`src/rtl/time_counter.sv`:
```
// Time-of-day counter: four BCD digits, 24-hour HH:MM.
// Advances on the one_minute tick, accepts validated loads of a new time,
// and pulses reset_count after an accepted load so the time generator
// restarts its minute interval from the load point.
module time_counter (
  input  logic       clock,
  input  logic       reset,
  input  logic       one_minute,
  input  logic       load_new_c,
  input  logic [3:0] new_current_time_ms_hr,
  input  logic [3:0] new_current_time_ls_hr,
  input  logic [3:0] new_current_time_ms_min,
  input  logic [3:0] new_current_time_ls_min,
  output logic [3:0] current_time_ms_hr,
  output logic [3:0] current_time_ls_hr,
  output logic [3:0] current_time_ms_min,
  output logic [3:0] current_time_ls_min,
  output logic       reset_count,
  output logic       load_error
);

  logic       load_ok;
  logic [3:0] inc_ms_hr;
  logic [3:0] inc_ls_hr;
  logic [3:0] inc_ms_min;
  logic [3:0] inc_ls_min;

  // Range check on the requested time; hours 20..23 need the ls_hr<=3 cap.
  always_comb begin
    load_ok = (new_current_time_ms_hr  <= 4'd2) &&
              (new_current_time_ls_hr  <= 4'd9) &&
              !((new_current_time_ms_hr == 4'd2) && (new_current_time_ls_hr > 4'd3)) &&
              (new_current_time_ms_min <= 4'd5) &&
              (new_current_time_ls_min <= 4'd9);
  end

  // Next time after one minute, rippling the carry digit by digit in BCD.
  always_comb begin
    inc_ms_hr  = current_time_ms_hr;
    inc_ls_hr  = current_time_ls_hr;
    inc_ms_min = current_time_ms_min;
    inc_ls_min = current_time_ls_min + 4'd1;
    if (current_time_ls_min == 4'd9) begin
      inc_ls_min = 4'd0;
      if (current_time_ms_min == 4'd5) begin
        inc_ms_min = 4'd0;
        if ((current_time_ms_hr == 4'd2) && (current_time_ls_hr == 4'd3)) begin
          inc_ms_hr = 4'd0;
          inc_ls_hr = 4'd0;
        end else if (current_time_ls_hr == 4'd9) begin
          inc_ls_hr = 4'd0;
          inc_ms_hr = current_time_ms_hr + 4'd1;
        end else begin
          inc_ls_hr = current_time_ls_hr + 4'd1;
        end
      end else begin
        inc_ms_min = current_time_ms_min + 4'd1;
      end
    end
  end

  // Time register and status pulses: reset > accepted load > tick > hold.
  // A rejected load still lets a coincident tick through.
  always_ff @(posedge clock) begin
    if (reset) begin
      current_time_ms_hr  <= 4'd0;
      current_time_ls_hr  <= 4'd0;
      current_time_ms_min <= 4'd0;
      current_time_ls_min <= 4'd0;
      reset_count         <= 1'b0;
      load_error          <= 1'b0;
    end else begin
      reset_count <= 1'b0;
      load_error  <= 1'b0;
      if (load_new_c && load_ok) begin
        current_time_ms_hr  <= new_current_time_ms_hr;
        current_time_ls_hr  <= new_current_time_ls_hr;
        current_time_ms_min <= new_current_time_ms_min;
        current_time_ls_min <= new_current_time_ls_min;
        reset_count         <= 1'b1;
      end else begin
        load_error <= load_new_c;
        if (one_minute) begin
          current_time_ms_hr  <= inc_ms_hr;
          current_time_ls_hr  <= inc_ls_hr;
          current_time_ms_min <= inc_ms_min;
          current_time_ls_min <= inc_ls_min;
        end
      end
    end
  end

endmodule
```
`config.mk`:
```
export PLATFORM = sky130hd
export DESIGN_NAME = time_counter
export DESIGN_NICKNAME = d
export VERILOG_FILES = /design/src/rtl/time_counter.sv
export SDC_FILE = /design/constraint.sdc
export NUM_CORES = 1
export LEC_CHECK = 0
export BUFFER_PORTS_ARGS = -buffer_cell sky130_fd_sc_hd__buf_4
export CAP_MARGIN = 10
export CORE_MARGIN = 2
export CORE_UTILIZATION = 40
export CTS_CLUSTER_DIAMETER = 30
export CTS_CLUSTER_SIZE = 25
export DETAILED_ROUTE_END_ITERATION = 8
export HOLD_SLACK_MARGIN = 0.15
export PLACE_DENSITY_LB_ADDON = 0.3
export SYNTH_ARGS = -nofsm -noshare
export SYNTH_HDL_FRONTEND = slang
export SYNTH_SLANG_ARGS = --single-unit
```
`constraint.sdc`:
```
create_clock -name clock -period 3.49 [get_ports clock]
set_clock_uncertainty 0.15 [all_clocks]
set_input_delay 1.047 -clock clock [delete_from_list [all_inputs] [get_ports clock]]
set_output_delay 1.047 -clock clock [all_outputs]
set_load 0.02 [all_outputs]
```
---- Word-level counts from Yosys, hierarchy flattened ----
Cells that the tools add are included.
cells by class
  equality and inequality tests ........... 6
  add/sub/neg operators ................... 4
  reductions and logical operators ........ 16
  muxes and demuxes ....................... 20
  order comparisons ....................... 5
operators by type and width
  kind                   count
  $mux W4                19
  $add A4 B1 Y4 const B  4
  $eq A4 B2 Y1 const B   3
  $eq A4 B4 Y1 const B   2
  $le A4 B4 Y1 const B   2
  $logic_and A1 B1 Y1    7
  $reduce_bool A2 Y1     3
  $eq A4 B3 Y1 const B   1
  $gt A4 B2 Y1 const B   1
  $le A4 B2 Y1 const B   1
  $le A4 B3 Y1 const B   1
  $reduce_and A4 Y1      1
  $reduce_and A3 Y1      1
  $reduce_bool A3 Y1     1
  $reduce_and A2 Y1      1
  $reduce_or A2 Y1       1
  $logic_not A1 Y1       1
  $mux W1                1
word-level totals
  word-level logic and storage cells ...... 57
  flip-flop bits (word level) ............. 18

---- Longest topological paths before layout ----
  depth after elaboration ................. 9
  depth in mapped cells ................... 6
  gate-level depth less buffers ........... 6

---- Worst setup path before layout ----
Ideal clock, no wire load.
  path kind ............................... input -> register
  start ................................... input port one_minute
  end ..................................... register current_time_ls_hr[2]
  setup time .............................. 0.088 ns
  data required time ...................... 3.252 ns
  data arrival time ....................... 2.125 ns
  path buffers ............................ 0
  cell stages on the path ................. 4
  path slack .............................. 1.127 ns
  cells stage by stage .................... and3_1 -> nand3_4 -> or4_4 -> a311oi_2
on the way
  cells in the longest elaborated chain, start to end .. 2
ends and longest elaborated chain
  what                          RTL line  source
  from (decl)                   8         input logic one_minute,
  $reduce_bool A2 Y1 (no line)  n/a
  $reduce_and A3 Y1 (no line)   n/a
  to (signal assigned)          77        current_time_ls_hr <= new_current_time_ls_hr;
  to (signal assigned)          85        current_time_ls_hr <= inc_ls_hr;
  to (decl)                     15        output logic [3:0] current_time_ls_hr,
Every way passes these cells.
A chain may end at the register's enable or synchronous reset.

---- Final worst setup path ----
Same ends and word-level chain as after synthesis.

==> results.yml <==
global_route:
  leftover_overflow_at_the_end_of_global_routing: 0
  global_route_wire_length_before_repair_um: 4380
  number_of_global_route_vias_before_repair: 997
  grt_start_max_net_pins: 25
  antenna_found_initial: 0
  globalRouteTotalUtil: 0.171
pwr:
  power_uw: 397
  highest_ir_drop_seen_on_vdd_mv: 0.244
  cellPowerDensity_nw_per_um2: 285
  leakage_uw: 0.000550
outcome:
  run_status: "completed"
layout:
  drive_above_1_share: 0.331
  mostFrequentLayoutCell: "buf_4"
  diodes: 0
  syn2layout_area_growth_pct: 31.1
  layout_common_cells: "buf_4 (38), dfxtp_1 (18), nor2_1 (14)"
  n_fill_cell: 244
  cell_count_final_fillers_out: 190
  number_of_nets_at_the_end_of_the_flow: 183
yosys:
  synth-main-ff-cell: "dfxtp_1"
  synth_top_cell_by_area: "dfxtp_1"
  synth-edff-count: 0
  synth.cell_area_sq_um: 1060
  ys_seq_area_frac: 0.339
  ys.warnings.count: 0
  gate_count_post_synth: 122
  yosysUniqueCellTypes: 40
  synth.top_cell.area_share: 0.339
  synth_nets: 144
  synthTopCellsByArea: "dfxtp_1 (34%), a211oi_1 (7.1%), nor2_1 (4.9%), xnor2_1 (4.1%), o21ai_0 (3.3%)"
  syn_avg_cell_area_sq_um: 8.72
  postSynthRegisterBits: 18
  async_flop_share: 0
timing:
  setup-tns-final_ns: 0
  slew-limit-headroom: 0.800
  pin_slew_with_the_least_headroom_to_its_limit_ns: 0.299
  setup_viol: 0
  layout_worst_path_cycle_share: 0.642
  rsz_0062_raised_after_global_routing: "no"
  fmaxAchievable_ghz: 0.446
  report.final.hold_viol_count: 0
  fin_crit_ns: 2.24
  timing_max_transition_violations_final: 0
setup_path:
  max_stage_delay_ns: 0.53
  timing.critical_path.required_ns: 3.55
  reg_to_reg_endpoint: "current_time_ls_hr[2]$_SDFFE_PP0P_"
  crit_path_cell_trace: "buf_4 > and3_1 > nand3_4 > or4_4 > a311oi_2"
  worstSetupEndpointType: "flip-flop"
  timing.rr.start: "current_time_ls_min[3]$_SDFFE_PP0P_"
  critical_path.startpoint_type: "input pin"
  path_buf_inv: 1
  crit_path_arrival_time_ns: 2.30
  r2r_slack_ns: 1.61
  ff2ff_path_depth: 4
  critical_path_peak_fanout: 8
  timing.critical_path.max_delay_family: "simple AND/OR/NAND/NOR gates"
  worstSetupPathType: "in -> reg"
  cpMaxStageDelayCell: "or4_4"
clocking:
  cts_made_buffers: 3
  clock_tree.buffer_depth: 2
  clock_sinks: 18
  post_cts.repair.setup_buffers: 0
  cts_clock_pin_slew_for_the_worst_setup_and_hold_paths_ns: 0.11
  cts-root-buf: "clkbuf_4"
  cts_hold_buf: 0
  htreeDepth: 1
  clk_latency_ns: 0.29
  post_cts_resized: 0
  tritoncts: "yes"
min_path:
  hold_path_end: "current_time_ms_min[2]$_SDFFE_PP0P_"
  holdPathStages: 2
  worst_hold_path_type: "reg -> reg"
  worst_hold_startpoint: "current_time_ms_min[2]$_SDFFE_PP0P_"
detailed_routing:
  remaining_drc_errors: 0
  drt_first_iter_violations: 26
  drt.antenna.violating_nets: 0
  avgViaCountPerCell: 5.54
  via_count: 1053
  avgRoutedWirePerCell_um: 13.5
  finalWirelength_um: 2570
  drt_first_pass_iters: 4
die:
  effective_utilization_at_floorplan: 0.425
  design.core.area_sq_um: 2500
  i_o_pin_cnt: 38
  floorplan.rows: 18
  die_outline_height_um: 55.6
  die-area_sq_um: 3090
  floorplan.die.width_um: 55.6
placed_design:
  dp.final_hpwl_um: 1910
  place.port_buffers: 37
  dp.cells: 186
  gp_routability_congestion: 0.851
run:
  drv.max_cap_violation_count: 0
-- worst min-delay path, stage by stage, from the launching register on --
cell      delay [ns]
dfxtp_1         0.37
nand2_1         0.07
a311oi_1        0.08
-- area by class of cell --
cell class,instances,area [sq um],area share
multi-input cells,97,663,0.476
clock buffers,4,36.3,0.0260
well taps,30,37.5,0.0269
flip-flops and latches,18,360,0.259
inverters,3,11.3,0.00808
repair buffers,38,285,0.205
-- sequential cells by signal, summed over array words and instances, names as in the netlist --
register / flops
current_time_ls_hr: 4
current_time_ls_min: 4
current_time_ms_hr: 4
current_time_ms_min: 4
load_error: 1
reset_count: 1
-- cell families after synthesis --
kind of cell / synth area share
compound gates: 0.206
mux: 0.0282
xor+xnor: 0.0576
buf+inv: 0.0376
simple gates: 0.308
fa+ha+maj: 0.0235
flops: 0.339
-- cells in the mapped netlist, drive strengths merged (3+ instances only) --
cell type  number
dfxtp          18
nor2           14
a211oi         10
nand2           8
o21ai           8
a21oi           6
nor3b           5
xnor2           5
a311oi          4
and3            4
nand3           4
clkbuf          3
inv             3
mux2i           3
nor3            3
-- per-stage QoR --
step	area (sq um)	setup slack, ns	util	hold WS (ns)
floorplan	1060	1.13	-	0.438
global placement	1360	0.977	0.543	0.375
detailed placement	1360	0.944	0.543	0.383
CTS	1390	1.25	0.558	0.399
global route	1390	1.17	0.558	0.426
finish	1390	1.25	0.558	0.405
-- worst max path at each step --
stage / startpoint / to / cells past startpoint
final: one_minute / current_time_ls_hr[2]$_SDFFE_PP0P_ / 5
after global routing: one_minute / current_time_ls_hr[2]$_SDFFE_PP0P_ / 5
after CTS: one_minute / current_time_ls_hr[2]$_SDFFE_PP0P_ / 5
after detailed placement: one_minute / current_time_ls_hr[2]$_SDFFE_PP0P_ / 5
after global placement: one_minute / current_time_ls_hr[2]$_SDFFE_PP0P_ / 5
after floorplan: one_minute / current_time_ls_hr[2]$_SDFFE_PP0P_ / 4
-- per-layer routing --
layer  wire length [um]  track usage  share of wire  vias to the layer above
met1               1200        0.231           0.47                      492
met5                  0            0              0                        -
met2               1190        0.272           0.46                       31
met4                 15       0.0557         0.0058                        0
li1                   -            -              -                      528
met3                164       0.0328          0.064                        2
-- power breakdown --
part | internal [uW] | switching (uW)
clock network | 63.4 | 65.7
logic | 27.8 | 23.8
registers | 210 | 6.82
Note: power is estimated with default switching activity, not from simulation.
